### config.mk
export PLATFORM = sky130hd
export DESIGN_NAME = arb_mux
export DESIGN_NICKNAME = d
export VERILOG_FILES = /design/src/rtl/mux_pkg.sv /design/src/rtl/rr_pick.sv /design/src/rtl/arb_mux.sv
export SDC_FILE = /design/constraint.sdc
export NUM_CORES = 1
export LEC_CHECK = 0
export CAP_MARGIN = 20
export CORE_MARGIN = 2
export CORE_UTILIZATION = 45
export DETAILED_ROUTE_END_ITERATION = 6
export HOLD_SLACK_MARGIN = 0.02
export PLACE_DENSITY = 0.84
export SLEW_MARGIN = 20
export SYNTH_ARGS = -nofsm -noshare
export SYNTH_HDL_FRONTEND = slang
export SYNTH_HIERARCHICAL = 1
export SYNTH_SLANG_ARGS = --single-unit
### constraint.sdc
create_clock -name clk -period 3.65 [get_ports clk]
set_input_delay 0.73 -clock clk [delete_from_list [all_inputs] [get_ports clk]]
set_output_delay 0.73 -clock clk [all_outputs]
set_load 0.02 [all_outputs]
### src/rtl/mux_pkg.sv
// Shared types and helpers for the arbitrated output-register mux.
package mux_pkg;

  typedef enum logic {
    MODE_FIXED,
    MODE_RR
  } mode_e;

  typedef enum logic {
    StEmpty,
    StFull
  } out_state_e;

  // Index width for a channel count; never narrower than one bit.
  function automatic int unsigned chan_w(input int unsigned n);
    return (n > 1) ? $clog2(n) : 1;
  endfunction

endpackage

### src/rtl/rr_pick.sv
// Combinational one-hot picker: first set request at or after start, wrapping at CHANNELS-1.
module rr_pick
  import mux_pkg::*;
#(
  parameter int unsigned CHANNELS = 4,
  parameter int unsigned IW       = chan_w(CHANNELS)
) (
  input  logic [CHANNELS-1:0] req,
  input  logic [IW-1:0]       start,
  output logic [CHANNELS-1:0] gnt,
  output logic [IW-1:0]       gnt_idx,
  output logic                any
);

  localparam logic [IW:0] NumCh = (IW + 1)'(CHANNELS);

  logic [IW:0]   sum;
  logic [IW-1:0] idx;

  always_comb begin
    gnt     = '0;
    gnt_idx = '0;
    any     = 1'b0;
    sum     = '0;
    idx     = '0;
    for (int k = 0; k < CHANNELS; k++) begin
      // One extra bit keeps start+k exact before the wrap subtraction.
      sum = {1'b0, start} + (IW + 1)'(k);
      if (sum >= NumCh) begin
        sum = sum - NumCh;
      end
      idx = sum[IW-1:0];
      if (!any && req[idx]) begin
        any      = 1'b1;
        gnt[idx] = 1'b1;
        gnt_idx  = idx;
      end
    end
  end

endmodule

### src/rtl/arb_mux.sv
// N-to-1 arbitrated mux into a single output register with full-throughput valid/ready handshake.
module arb_mux
  import mux_pkg::*;
#(
  parameter int unsigned WIDTH    = 4,
  parameter int unsigned CHANNELS = 4,
  parameter mode_e       MODE     = MODE_RR,
  localparam int unsigned IW      = chan_w(CHANNELS)
) (
  input  logic                      clk,
  input  logic                      reset,
  input  logic [CHANNELS-1:0]       in_valid,
  input  logic [CHANNELS*WIDTH-1:0] in_data,
  output logic [CHANNELS-1:0]       in_ready,
  output logic                      out_valid,
  output logic [WIDTH-1:0]          out_data,
  output logic [IW-1:0]             out_chan,
  input  logic                      out_ready
);

  localparam logic [IW-1:0] LastCh = IW'(CHANNELS - 1);

  out_state_e          state_q, state_d;
  logic [WIDTH-1:0]    data_q, data_d;
  logic [IW-1:0]       chan_q, chan_d;
  logic [IW-1:0]       ptr_q, ptr_d;
  logic [IW-1:0]       start;
  logic [IW-1:0]       gnt_idx;
  logic [CHANNELS-1:0] gnt;
  logic                any;
  logic                load_en;
  logic                xfer;

  assign start = (MODE == MODE_RR) ? ptr_q : '0;

  rr_pick #(
    .CHANNELS(CHANNELS),
    .IW      (IW)
  ) u_pick (
    .req    (in_valid),
    .start  (start),
    .gnt    (gnt),
    .gnt_idx(gnt_idx),
    .any    (any)
  );

  assign load_en = (state_q == StEmpty) || out_ready;
  // Reset gates the handshake so nothing is accepted while the register is being cleared.
  assign xfer     = load_en && any && !reset;
  assign in_ready = xfer ? gnt : '0;

  always_comb begin
    state_d = state_q;
    data_d  = data_q;
    chan_d  = chan_q;
    ptr_d   = ptr_q;
    unique case (state_q)
      StEmpty: if (xfer) state_d = StFull;
      StFull:  if (out_ready && !xfer) state_d = StEmpty;
      default: state_d = StEmpty;
    endcase
    if (xfer) begin
      for (int i = 0; i < CHANNELS; i++) begin
        if (gnt[i]) begin
          data_d = in_data[i*WIDTH +: WIDTH];
        end
      end
      chan_d = gnt_idx;
      if (MODE == MODE_RR) begin
        ptr_d = (gnt_idx == LastCh) ? '0 : gnt_idx + 1'b1;
      end
    end
  end

  always_ff @(posedge clk or posedge reset) begin
    if (reset) begin
      state_q <= StEmpty;
      data_q  <= '0;
      chan_q  <= '0;
      ptr_q   <= '0;
    end else begin
      state_q <= state_d;
      data_q  <= data_d;
      chan_q  <= chan_d;
      ptr_q   <= ptr_d;
    end
  end

  assign out_valid = (state_q == StFull);
  assign out_data  = data_q;
  assign out_chan  = chan_q;

endmodule

# Word level (Yosys, flattened, before mapping)
# Cells that the tools add are included.
# word_totals
reg_bits,9
wordCells,88
# op_classes
addsub,8
magnitude_cmp,12
eq_ne,1
n_mux,41
n_bitwise,4
n_reduce_logical,18
# ops
operator,n
4-bit two-way mux,9
2-bit two-way mux,9
1-bit two-way mux,14
"2-bit by 3-bit < comparator with 1-bit output, second input constant",4
4-bit bitwise OR,3
1-bit logical AND,10
"3-bit greater-or-equal comparator, second input constant",3
1-bit binary-select mux with 2-bit select,4
1-bit demux with 2-bit select,4
"2-bit by 1-bit greater-or-equal comparator with 1-bit output, second input constant",4
"2-bit by 1-bit subtractor with 2-bit output, second input constant",4
"2-bit by 2-bit adder with 3-bit output, second input constant",2
1-bit zero test,5
4-bit nonzero test,1
"2-bit by 1-bit adder with 3-bit output, second input constant",1
"2-bit by 3-bit greater-or-equal comparator with 1-bit output, second input constant",1
"2-bit by 1-bit adder with 2-bit output, second input constant",1
"2-bit == test, second input constant",1
1-bit case mux with 2 select lines,1
2-bit AND reduction,1
1-bit logical OR,1
1-bit NOT,1

# Longest topological paths before layout
# Gate-level depths: netlist of run 1.
# depth
depth_word,20
ltp_mapped,12
ltp_nobuf,9

# Modules after synthesis
# The synthesis of run 1 kept the hierarchy.
# by_module_without_submodules
module,instances,cells_each,area_per_inst_um2,seq_area_each_um2
arb_mux,1,49,548.0,225.2
rr_pick,1,45,421.7,0.0

# Least setup slack after synthesis of run 1
# No wires, ideal clock.
# synth_timing
path_type,flip-flop to output port
startpoint,reg ptr_q[0]
endpoint,out in_ready[2]
t_arrival_ps,2541
t_required_ps,2920
setup_slack_ps,379
stages_incl_launch_ff,10
path_cell_list,dfrtp_1 buf_6 inv_1 ha_1 mux4_2 buf_6 and2b_2 a22oi_1 o21ai_0 and2_1
# synth_between
elab_cells_between_ends,63
# synth_rtl
element,line_no,text
start: declaration,arb_mux.sv:26,"logic [IW-1:0] ptr_q, ptr_d;"
start signal: assignment,arb_mux.sv:85,ptr_q <= ptr_d;
branches (longest 13 deep; another with 2-bit by 1-bit adder with 3-bit output),--,
4-bit two-way mux (*),rr_pick.sv:33,if (!any && req[idx]) begin
net gnt[2],arb_mux.sv:29,logic [CHANNELS-1:0] gnt;
4-bit two-way mux (*),arb_mux.sv:50,assign in_ready = xfer ? gnt : '0;
end: declaration,arb_mux.sv:14,"output logic [CHANNELS-1:0] in_ready,"
# Mark *: on every way through the listed nets, which the timed path passes. The select of a mux whose other input is x is not followed.

# Worst setup path in the final report of run 1
# layout_timing
startpoint,in in_valid[1]
endpoint,out in_ready[3]
# layout_between
elab_cells_between_ends,28
# layout_rtl
element,line_no,text
start: declaration,arb_mux.sv:12,"input logic [CHANNELS-1:0] in_valid,"
1-bit binary-select mux with 2-bit select,rr_pick.sv:33,
1-bit two-way mux (implied by the code),rr_pick.sv:33,
1-bit two-way mux,rr_pick.sv:33,
1-bit zero test,rr_pick.sv:33,
1-bit logical AND,rr_pick.sv:33,
1-bit two-way mux,rr_pick.sv:33,
1-bit zero test,rr_pick.sv:33,
1-bit logical AND,rr_pick.sv:33,
1-bit two-way mux,rr_pick.sv:33,
1-bit zero test,rr_pick.sv:33,
1-bit logical AND,rr_pick.sv:33,
4-bit two-way mux (*),rr_pick.sv:33,
net gnt[3],arb_mux.sv:29,
4-bit two-way mux (*),arb_mux.sv:50,
# Mark *: on every way through the listed nets, which the timed path passes. The rest lies on a longest branch. The select of a mux whose other input is x is not followed.

==> results.json, run 1 <==
{
  "cts-htree-levels": 1,
  "critical_path.endpoint_type": "output port",
  "timing.final.setup_violations": 0,
  "fp.dieW_um": 50.42,
  "postLayoutCellArea_mm2": 0.001443,
  "final.setup_skew_ns": 0.004487,
  "avgSynthCellArea_um2": 10.32,
  "cp_data_arrival_time_ns": 2.82,
  "startpoint_of_the_worst_slack_reg_to_reg_timing_path": "ptr_q[1]",
  "grt_pass1_wl_mm": 3.898,
  "power_leakage_nw": 0.6115,
  "clock_sink_count": 9,
  "ctsHoldBuffers": 0,
  "crit_path_start_kind": "primary input",
  "timing.critical_path.cells": "clkdlybuf4s50_1 -> mux4_2 -> nor4b_4 -> a22oi_1 -> o21ai_0 -> and2_1 -> clkdlybuf4s15_1",
  "die_height_um": 50.42,
  "final_max_slew_viol_count": 0,
  "detail_route.wl_per_cell_um": 14.32,
  "antenna_cells": 0,
  "crit_required_ns": 2.92,
  "antenna_found_initial": 0,
  "max_freq_mhz": 281.4,
  "avgViaCountPerCell": 5.432,
  "cts.clk_slew.worst_paths_ns": 0.06,
  "final_core_utilization_pct": 72.06,
  "critical_path_max_stage_delay_ns": 0.53,
  "worstReg2RegEnd": "out_data[2]",
  "ioPinCount": 34,
  "postRouteWirelength_mm": 2.420,
  "drtPass1Iterations": 4,
  "violation_count_after_the_first_detailed_routing_iteration": 12,
  "drt_drc": 0,
  "synthDistinctLibCells": 32,
  "syn_to_final_growth_pct": 48.77,
  "post_cts.repair.setup_buffers": 0,
  "worst_r2r_path_depth": 10,
  "period_utilisation_layout_pct": 97.35,
  "power.clock.fraction_pct": 5.7,
  "via_count_of_the_first_global_routing_pass": 877,
  "clock-root-buffer": "sky130_fd_sc_hd__clkbuf_4",
  "cpMaxStageDelayCell": "sky130_fd_sc_hd__mux4_2",
  "power.combinational.fraction_pct": 81.5,
  "status": "complete, no violations",
  "final_period_minus_worst_setup_slack_ns": 3.553,
  "floorplan.die_area_mm2": 0.002542,
  "grt_setup_unrepaired": "no",
  "place_hpwl_mm": 1.993,
  "sw_frac_of_total_pct": 45.20,
  "p_seq_share_pct": 12.8,
  "numCtsBuffers": 3,
  "synth-edff-count": 0,
  "ys_async_sr_fraction_pct": 100.0,
  "place_area_mm2": 0.001411,
  "clock_insertion_delay_worst_skew_ns": 0.26,
  "cts-resized-gates": 7,
  "postSynthRegisterBits": 9,
  "grt_max_degree": 14,
  "port_buffers": 33,
  "synth_top_flop_cell": "sky130_fd_sc_hd__dfrtp_1",
  "critPathBufInv": 2,
  "worst-slew-pin-transition_ns": 0.4646,
  "initial_cell_density_of_the_core_pct": 48.44,
  "worstSetupPathDepth": 7,
  "ctsLongestPathBuffers": 2,
  "synthesis.nets": 123,
  "path_max_fanout": 5,
  "hold_violations": 0,
  "critical_path.startpoint": "in_valid[1]",
  "finish.net_count": 172,
  "powerDensity_mw_per_mm2": 942.3,
  "cts_tree": "built",
  "num_vias": 918,
  "core_region_area_mm2": 0.002002,
  "ys_seq_area_share_pct": 23.23,
  "relSlewSlack_pct": 68.76,
  "power_switching_mw": 0.6145,
  "antenna_violating_nets_post_route": 0,
  "yosysWarningCount": 6,
  "irDropWorstVdd_mv": 0.5620,
  "crit_type": "in -> out",
  "mappedNetlistArea_um2": 969.7,
  "gp_congestion": 0.7889,
  "grt_overflow": 0,
  "critPathTopFamily": "buffers and inverters",
  "reg2reg_setup_slack_ns": 0.78,
  "number_of_instances_in_the_synthesized_netlist": 94,
  "endpoint": "in_ready[3]",
  "cap_viol_max_count": 0,
  "grt_util_all_layers_pct": 20.16,
  "standard_cell_row_count": 16,
  "share_of_cells_above_drive_strength_1_pct": 28.17,
  "holdCritPathClass": "reg -> reg",
  "internal-power_mw": 0.7449
}
[layer usage]
metal,track usage [%],part of all wire [%],vias to the layer above
met5,0,0,-
met4,8.108,1.1,0
li1,-,-,455
met1,26.18,47,443
met3,2.381,1.9,4
met2,33.99,50,16
[per-stage QoR]
step,cells,hold WS [ns],TNS (ns),power (mW),setup WS (ns)
global route,169,0.5412,0,1.462,0.004459
floorplan,94,0.5579,0,0.9321,0.3792
CTS,169,0.5124,0,1.346,0.01727
global placement,165,0.4913,-0.8292,1.229,-0.2346
finish,169,0.5119,0,1.359,0.09660
detailed placement,165,0.4987,-1.091,1.267,-0.2969
[sequential cells by signal, summed over array words and instances, names as in the netlist]
name / count
ptr_q: 2
out_chan: 2
out_valid: 1
out_data: 4
[power groups by stage]
stage          combinational, mW  sequential, mW  clock [mW]
2_1_floorplan              0.701           0.231           0
6_report                    1.11           0.174      0.0774
5_1_grt                     1.19           0.180      0.0872
3_3_place_gp                1.06           0.172           0
3_5_place_dp                1.09           0.176           0
4_1_cts                     1.09           0.174      0.0819
[cell usage after synthesis, types with 2 or more instances]
cell / instances / area share [%]
sky130_fd_sc_hd__dfrtp_1: 9 / 23
sky130_fd_sc_hd__ha_1: 6 / 7.7
sky130_fd_sc_hd__nand2b_1: 4 / 2.6
sky130_fd_sc_hd__mux4_2: 2 / 4.6
sky130_fd_sc_hd__mux4_1: 2 / 5.4
sky130_fd_sc_hd__buf_6: 3 / 3.5
sky130_fd_sc_hd__a22oi_1: 8 / 6.2
sky130_fd_sc_hd__and2_1: 3 / 1.9
sky130_fd_sc_hd__mux2i_1: 6 / 6.2
sky130_fd_sc_hd__o221ai_1: 5 / 4.5
sky130_fd_sc_hd__inv_1: 4 / 1.5
sky130_fd_sc_hd__nand2_1: 8 / 3.1
sky130_fd_sc_hd__o21ai_0: 6 / 3.1
sky130_fd_sc_hd__mux2_2: 8 / 9.3
sky130_fd_sc_hd__nor2_1: 3 / 1.2
[worst min-delay path by stage]
| stage | cells after the start | end | from | slack, ns |
|---|---|---|---|---|
| final | 1 | out_data[1] | out_data[1] | 0.51 |
| after global routing | 1 | out_data[1] | out_data[1] | 0.54 |
| after CTS | 1 | out_data[1] | out_data[1] | 0.51 |
| after detailed placement | 1 | out_data[1] | out_data[1] | 0.50 |
| after global placement | 1 | out_data[0] | out_data[0] | 0.49 |
| after floorplan | 1 | out_chan[0] | reset | 0.56 |
[logic make-up after synthesis]
family                   after synthesis  share of synthesized area [%]
multiplexers                          18                          25.55
flip-flops                             9                          23.23
buffers and inverters                  9                          5.934
AO/OA/AOI/OAI                         23                          17.29
AND/OR/NAND/NOR                       29                          20.26
adder cells (fa/ha/maj)                6                          7.742
[placed cells by master, fill, tap and decap left out, types with 2 or more instances in the layout]
cell,count
sky130_fd_sc_hd__a22oi_1,8
sky130_fd_sc_hd__and2_1,3
sky130_fd_sc_hd__buf_4,15
sky130_fd_sc_hd__clkbuf_2,2
sky130_fd_sc_hd__clkbuf_4,3
sky130_fd_sc_hd__clkdlybuf4s15_1,2
sky130_fd_sc_hd__clkdlybuf4s50_1,26
sky130_fd_sc_hd__dfrtp_1,9
sky130_fd_sc_hd__dlymetal6s2s_1,2
sky130_fd_sc_hd__ha_1,6
sky130_fd_sc_hd__inv_1,4
sky130_fd_sc_hd__mux2_2,8
sky130_fd_sc_hd__mux2i_1,6
sky130_fd_sc_hd__mux4_2,3
sky130_fd_sc_hd__nand2_1,8
sky130_fd_sc_hd__nand2b_1,4
sky130_fd_sc_hd__nor2_1,3
sky130_fd_sc_hd__o21ai_0,6
sky130_fd_sc_hd__o221ai_1,5
[worst reg2reg max path, cell delays in order, from the launching register on]
cell	delay [ns]
sky130_fd_sc_hd__dfrtp_1	0.36
sky130_fd_sc_hd__inv_1	0.10
sky130_fd_sc_hd__ha_1	0.36
sky130_fd_sc_hd__mux4_2	0.37
sky130_fd_sc_hd__nor4b_4	0.38
sky130_fd_sc_hd__a22oi_1	0.14
sky130_fd_sc_hd__o21ai_0	0.13
sky130_fd_sc_hd__buf_4	0.21
sky130_fd_sc_hd__nor4_4	0.06
sky130_fd_sc_hd__nor3_2	0.25
sky130_fd_sc_hd__mux2_2	0.38
[cell type report]
type,count,area (um^2)
repair buffers,49,447.9
well taps,27,33.78
flip-flops and latches,9,225.2
multi-input cells,76,694.4
clock buffers,4,26.28
fillers,151,559.3
inverters,4,15.01
(Power assumes the default switching activity.)
==> run 2: changes to the inputs <==
--- a/config.mk
+++ b/config.mk
@@ -5,12 +5,15 @@
 export SDC_FILE = /design/constraint.sdc
 export NUM_CORES = 1
 export LEC_CHECK = 0
+export ABC_AREA = 1
 export CAP_MARGIN = 20
 export CORE_MARGIN = 2
-export CORE_UTILIZATION = 45
+export CORE_UTILIZATION = 46
+export CTS_BUF_LIST = sky130_fd_sc_hd__clkbuf_16
 export DETAILED_ROUTE_END_ITERATION = 6
+export GPL_TIMING_DRIVEN = 0
 export HOLD_SLACK_MARGIN = 0.02
-export PLACE_DENSITY = 0.84
+export PLACE_DENSITY = 0.83
 export SLEW_MARGIN = 20
 export SYNTH_ARGS = -nofsm -noshare
 export SYNTH_HDL_FRONTEND = slang
==> run 2 against run 1 <==
Against the previous run: utilization shrank 2.9 points; critical path depth grew 6; register-to-register slack gained 0.50 ns; sequential power grew 16%; non-clock buffer count shrank 14; first-iteration DRC count grew to 3.3 times the previous value; critical endpoint is now in_ready[0]; highest routed layer unchanged.
==> results.json, run 2 <==
{
  "grt_setup_unrepaired": "no",
  "avgViaCountPerCell": 5.070,
  "max_freq_mhz": 291.2,
  "post-route-worst-setup-slack_ns": 0.2159,
  "clock_insertion_delay_worst_skew_ns": 0.23,
  "via_count_of_the_first_global_routing_pass": 1082,
  "drt_drc": 0,
  "ctsLongestPathBuffers": 2,
  "crit_type": "in -> out",
  "path_max_fanout": 10,
  "fp.dieW_um": 52.79,
  "grt_max_degree": 11,
  "post_route_total_power_mw": 1.627,
  "place_hpwl_mm": 2.203,
  "place_inst": 239,
  "clock_sink_count": 9,
  "avgSynthCellArea_um2": 6.151,
  "worstHoldPathCells": 2,
  "die_height_um": 52.79,
  "crit_required_ns": 2.92,
  "synth_largest_area_cell": "sky130_fd_sc_hd__dfrtp_1",
  "synth-edff-count": 0,
  "antenna_found_initial": 0,
  "final_max_slew_viol_count": 0,
  "period_utilisation_layout_pct": 94.08,
  "worst_r2r_path_depth": 14,
  "final.setup_skew_ns": 0.003363,
  "synth_commonest_cells": "sky130_fd_sc_hd__nand2_1 (59), sky130_fd_sc_hd__inv_1 (24), sky130_fd_sc_hd__nand3_1 (18), sky130_fd_sc_hd__nor2_1 (14)",
  "hold_violations": 0,
  "relSlewSlack_pct": 81.35,
  "drtPass1Iterations": 4,
  "holdCritPathClass": "reg -> reg",
  "synthesis.nets": 207,
  "critical_path.endpoint_type": "output port",
  "reg2reg_setup_slack_ns": 1.28,
  "violation_count_after_the_first_detailed_routing_iteration": 39,
  "grt_overflow": 0,
  "syn_to_final_growth_pct": 41.14,
  "powerDensity_mw_per_mm2": 1053,
  "final_core_utilization_pct": 69.19,
  "finish.net_count": 245,
  "clock-root-buffer": "sky130_fd_sc_hd__clkbuf_16",
  "num_vias": 1232,
  "grt_pass1_wl_mm": 4.540,
  "numCtsBuffers": 3,
  "status": "complete, no violations",
  "preCtsSetupSlack_ns": -0.1561,
  "grt_util_all_layers_pct": 21.61,
  "mostFrequentLayoutCell": "sky130_fd_sc_hd__nand2_1",
  "antenna_cells": 0,
  "cp_data_arrival_time_ns": 2.70,
  "standard_cell_row_count": 17,
  "core_region_area_mm2": 0.002233,
  "gp_congestion": 0.8402,
  "ioPinCount": 34,
  "synth_area_leaders": "sky130_fd_sc_hd__dfrtp_1 (21%), sky130_fd_sc_hd__nand2_1 (20%), sky130_fd_sc_hd__nand3_1 (8.2%)",
  "ys_async_sr_fraction_pct": 100.0,
  "cap_viol_max_count": 0,
  "timing.final.setup_violations": 0,
  "postRouteWirelength_mm": 2.796,
  "synth_top_flop_cell": "sky130_fd_sc_hd__dfrtp_1",
  "yosysWarningCount": 6,
  "share_of_cells_above_drive_strength_1_pct": 16.28,
  "synthDistinctLibCells": 20,
  "cts.clk_slew.worst_paths_ns": 0.04,
  "worst-slew-pin-transition_ns": 0.2795,
  "detail_route.wl_per_cell_um": 11.51,
  "largest_reg_flops": 4,
  "ys_seq_area_share_pct": 20.57,
  "mappedNetlistArea_mm2": 0.001095,
  "number_of_instances_in_the_synthesized_netlist": 178,
  "final_period_minus_worst_setup_slack_ns": 3.434,
  "nFillCells": 190,
  "initial_cell_density_of_the_core_pct": 49.02,
  "highest_count_cells_in_the_layout_ignoring_fill_and_taps": "sky130_fd_sc_hd__nand2_1 (59), sky130_fd_sc_hd__clkdlybuf4s50_1 (29), sky130_fd_sc_hd__inv_1 (24)",
  "crit_path_start_kind": "primary input",
  "power_leakage_nw": 0.8465,
  "final_non_filler_cells": 243,
  "port_buffers": 33,
  "cts-htree-levels": 1,
  "postSynthRegisterBits": 9,
  "antenna_violating_nets_post_route": 0,
  "floorplan.die_area_mm2": 0.002786,
  "cts_tree": "built",
  "synthDominantCellAreaShare_pct": 20.57,
  "irDropWorstVdd_mv": 0.7536,
  "yosys.cell_count.top_type": "sky130_fd_sc_hd__nand2_1"
}
==> run 2: timing repair <==
action | 4_1_cts | 5_1_grt
hold buffers | 0 | 0
buffers inserted | 0 | 0
resized for setup | 8 | 0
setup endpoints to repair | 4 | 0
==> run 2: worst paths after layout <==
| path | startpoint | end |
|---|---|---|
| max in group asynchronous | reset | ptr_q[1] |
| min in group asynchronous | reset | out_chan[0] |
| worst min-delay path | out_data[0] | out_data[0] |
| worst min register to register | out_data[0] | out_data[0] |
| worst max-delay path | in_valid[1] | in_ready[0] |
| worst max register to register | ptr_q[0] | out_data[1] |
==> run 2: layout make-up <==
class	count	area, um^2	area share, %
inverter	30	112.6	7.287
timing repair buffer	33	325.3	21.05
multi-input combinational	137	742.0	48.02
clock inverter	1	5.005	0.3239
buffer	2	22.52	1.457
clock buffer	3	75.07	4.858
tap	28	35.03	2.267
sequential	9	227.7	14.74
==> run 2: layer usage <==
| layer | share of wire (%) | global-route usage, % |
|---|---|---|
| met5 | 0 | 0 |
| met2 | 51 | 36.67 |
| met1 | 43 | 27.18 |
| met3 | 5.0 | 2.571 |
| met4 | 1.3 | 9.402 |
==> run 2: metrics by stage <==
step                hold slack (ns)  area, um^2  setup TNS, ns
floorplan                    0.5129        1095              0
global placement             0.4674        1460        -0.2037
detailed placement           0.4786        1460        -0.4230
CTS                          0.4869        1545              0
global route                 0.5111        1545              0
finish                       0.4789        1545              0
==> run 2: power breakdown <==
group | switching [mW] | total [mW] | internal [mW]
sequential | 0.0498 | 0.201 | 0.151
combinational | 0.777 | 1.23 | 0.457
clock | 0.0473 | 0.192 | 0.144
==> run 2: logic make-up after synthesis <==
group                      synth area share [%]
and+or+nand+nor                           53.14
buffers and inverters                     12.34
AOI/OAI and AO/OA                         7.085
DFF                                       20.57
adders and majority gates                 6.857
==> run 2: worst max-delay path, cell delays in order <==
cell,delay [ns]
sky130_fd_sc_hd__clkdlybuf4s50_1,0.49
sky130_fd_sc_hd__inv_1,0.05
sky130_fd_sc_hd__nand2_1,0.08
sky130_fd_sc_hd__nand3_2,0.17
sky130_fd_sc_hd__nand2_4,0.12
sky130_fd_sc_hd__nor2_4,0.05
sky130_fd_sc_hd__buf_6,0.13
sky130_fd_sc_hd__nand4_1,0.12
sky130_fd_sc_hd__inv_1,0.07
sky130_fd_sc_hd__nor2_2,0.12
sky130_fd_sc_hd__nand2_4,0.11
sky130_fd_sc_hd__nor2_1,0.12
sky130_fd_sc_hd__dlygate4sd2_1,0.34
==> run 3: changes to the inputs <==
--- a/config.mk
+++ b/config.mk
@@ -14,6 +14,8 @@
 export GPL_TIMING_DRIVEN = 0
 export HOLD_SLACK_MARGIN = 0.02
 export PLACE_DENSITY = 0.83
+export RECOVER_POWER = 25
+export SETUP_SLACK_MARGIN = 0.4
 export SLEW_MARGIN = 20
 export SYNTH_ARGS = -nofsm -noshare
 export SYNTH_HDL_FRONTEND = slang
==> run 3 against run 2 <==
Against the previous run: die area stayed put; count of clock-buffer cells in the layout stayed put; global-route usage is 0.24 points higher; cell area is 6.2% higher; clock skew is 0.0018 ns lower; total power is 8.3% higher; critical endpoint unchanged; largest cell class unchanged.
==> results.json, run 3 (synthesis gave the netlist of run 2 again) <==
{
  "highest_count_cells_in_the_layout_ignoring_fill_and_taps": "sky130_fd_sc_hd__nand2_1 (57), sky130_fd_sc_hd__clkdlybuf4s50_1 (27), sky130_fd_sc_hd__inv_1 (24)",
  "holdCritPathClass": "reg -> reg",
  "detail_route.wl_per_cell_um": 12.47,
  "final_max_slew_viol_count": 0,
  "finish.net_count": 253,
  "grt_max_degree": 11,
  "period_utilisation_layout_pct": 88.02,
  "die_height_um": 52.79,
  "gp_congestion": 0.8402,
  "final_core_utilization_pct": 73.45,
  "fp.dieW_um": 52.79,
  "ctsHoldBuffers": 0,
  "cts.clk_slew.worst_paths_ns": 0.04,
  "crit_required_ns": 2.92,
  "cts_tree": "built",
  "clock-root-buffer": "sky130_fd_sc_hd__clkbuf_16",
  "place_inst": 239,
  "relSlewSlack_pct": 76.46,
  "port_buffers": 33,
  "violation_count_after_the_first_detailed_routing_iteration": 28,
  "mostFrequentLayoutCell": "sky130_fd_sc_hd__nand2_1",
  "worst-slew-pin-transition_ns": 0.3527,
  "ioPinCount": 34,
  "hold_violations": 0,
  "final_period_minus_worst_setup_slack_ns": 3.213,
  "avgViaCountPerCell": 5.060,
  "final.setup_skew_ns": 0.001539,
  "antenna_violating_nets_post_route": 0,
  "share_of_cells_above_drive_strength_1_pct": 23.32,
  "powerDensity_mw_per_mm2": 1074,
  "clock_sink_count": 9,
  "cts-htree-levels": 1,
  "crit_type": "in -> out",
  "power_leakage_nw": 0.8924,
  "drt_drc": 0,
  "clock_insertion_delay_worst_skew_ns": 0.23,
  "grt_overflow": 0,
  "place_hpwl_mm": 2.203,
  "numCtsBuffers": 3,
  "grt_pass1_wl_mm": 4.588,
  "initial_cell_density_of_the_core_pct": 49.02,
  "grt_setup_unrepaired": "yes",
  "syn_to_final_growth_pct": 49.83,
  "status": "complete, no violations",
  "max_freq_mhz": 311.3,
  "critical_path.endpoint_type": "output port",
  "largest_reg_flops": 4,
  "post_route_total_power_mw": 1.762,
  "irDropWorstVdd_mv": 0.8378,
  "cp_data_arrival_time_ns": 2.48,
  "crit_path_start_kind": "primary input",
  "postRouteWirelength_mm": 3.130,
  "final_non_filler_cells": 251,
  "path_max_fanout": 10,
  "drtPass1Iterations": 4,
  "antenna_cells": 0,
  "num_vias": 1270,
  "grt_util_all_layers_pct": 21.85,
  "via_count_of_the_first_global_routing_pass": 1096,
  "ctsLongestPathBuffers": 2,
  "core_region_area_mm2": 0.002233,
  "standard_cell_row_count": 17,
  "cap_viol_max_count": 0,
  "floorplan.die_area_mm2": 0.002786,
  "antenna_found_initial": 0,
  "timing.final.setup_violations": 0
}
-- run 3: changes by cell type in the layout (fill, tap and decap cells not counted), sizes merged --
cell,before,now
clkdlybuf4s50,29,27
buf,2,14
dlymetal6s2s,0,1
dlygate4sd2,4,0
dlygate4sd3,0,1
-- run 3: per-stage QoR --
| step | TNS [ns] | instance area [um^2] | setup slack [ns] | hold slack [ns] |
|---|---|---|---|---|
| finish | 0 | 1640 | 0.4372 | 0.4816 |
| CTS | 0 | 1540 | 0.4040 | 0.4869 |
| detailed placement | -0.4230 | 1460 | -0.1561 | 0.4786 |
| floorplan | 0 | 1095 | 0.8173 | 0.5129 |
| global route | 0 | 1640 | 0.3555 | 0.5095 |
| global placement | -0.2037 | 1460 | -0.09164 | 0.4674 |
-- run 3: repair_timing --
action                     in CTS  in global routing
pin swaps                       1                  5
setup buffers                   0                  8
setup endpoints to repair       4                  4
gates cloned                    0                  0
gates resized for setup        22                 12
-- run 3: worst max-delay path: stages --
cell	delay, ns
sky130_fd_sc_hd__clkdlybuf4s50_1	0.50
sky130_fd_sc_hd__inv_1	0.07
sky130_fd_sc_hd__nand2_2	0.08
sky130_fd_sc_hd__nand3_4	0.09
sky130_fd_sc_hd__nand2_4	0.11
sky130_fd_sc_hd__nor2_4	0.05
sky130_fd_sc_hd__buf_6	0.13
sky130_fd_sc_hd__nand4_1	0.12
sky130_fd_sc_hd__inv_1	0.07
sky130_fd_sc_hd__nor2_2	0.14
sky130_fd_sc_hd__nand2_4	0.10
sky130_fd_sc_hd__nor2_1	0.12
sky130_fd_sc_hd__buf_4	0.15
-- run 3: path summary, 6_finish.rpt --
| path | startpoint | end | slack (ns) | depth (start not counted) |
|---|---|---|---|---|
| max | in_valid[1] | in_ready[0] | 0.44 | 13 |
| max in group asynchronous | reset | ptr_q[1] | 2.42 | 2 |
| min reg2reg | out_data[0] | out_data[0] | 0.48 | 2 |
| min | out_data[0] | out_data[0] | 0.48 | 2 |
| max reg2reg | ptr_q[1] | out_data[1] | 1.30 | 14 |
| min in group asynchronous | reset | out_chan[1] | 0.95 | 2 |
-- run 3: layout make-up --
cell class	instances	area [um^2]
Buffer	2	22.52
Clock buffer	3	75.07
Clock inverter	1	5.005
Fill cell	174	593.1
Inverter	30	112.6
Multi-Input combinational cell	137	779.5
Sequential cell	9	227.7
Tap cell	28	35.03
Timing Repair Buffer	41	382.9
-- run 3: where the power goes --
part | switching [mW] | internal [mW]
Sequential | 0.0380 | 0.151
Combinational | 0.846 | 0.535
Clock | 0.0466 | 0.144
-- run 3: layer usage --
layer | GRT usage [%] | share of wire [%] | up-vias
li1 | - | - | 648
met1 | 27.00 | 43 | 579
met2 | 37.71 | 51 | 35
met3 | 2.571 | 3.7 | 8
met4 | 9.402 | 1.6 | 0
met5 | 0 | 0 | -
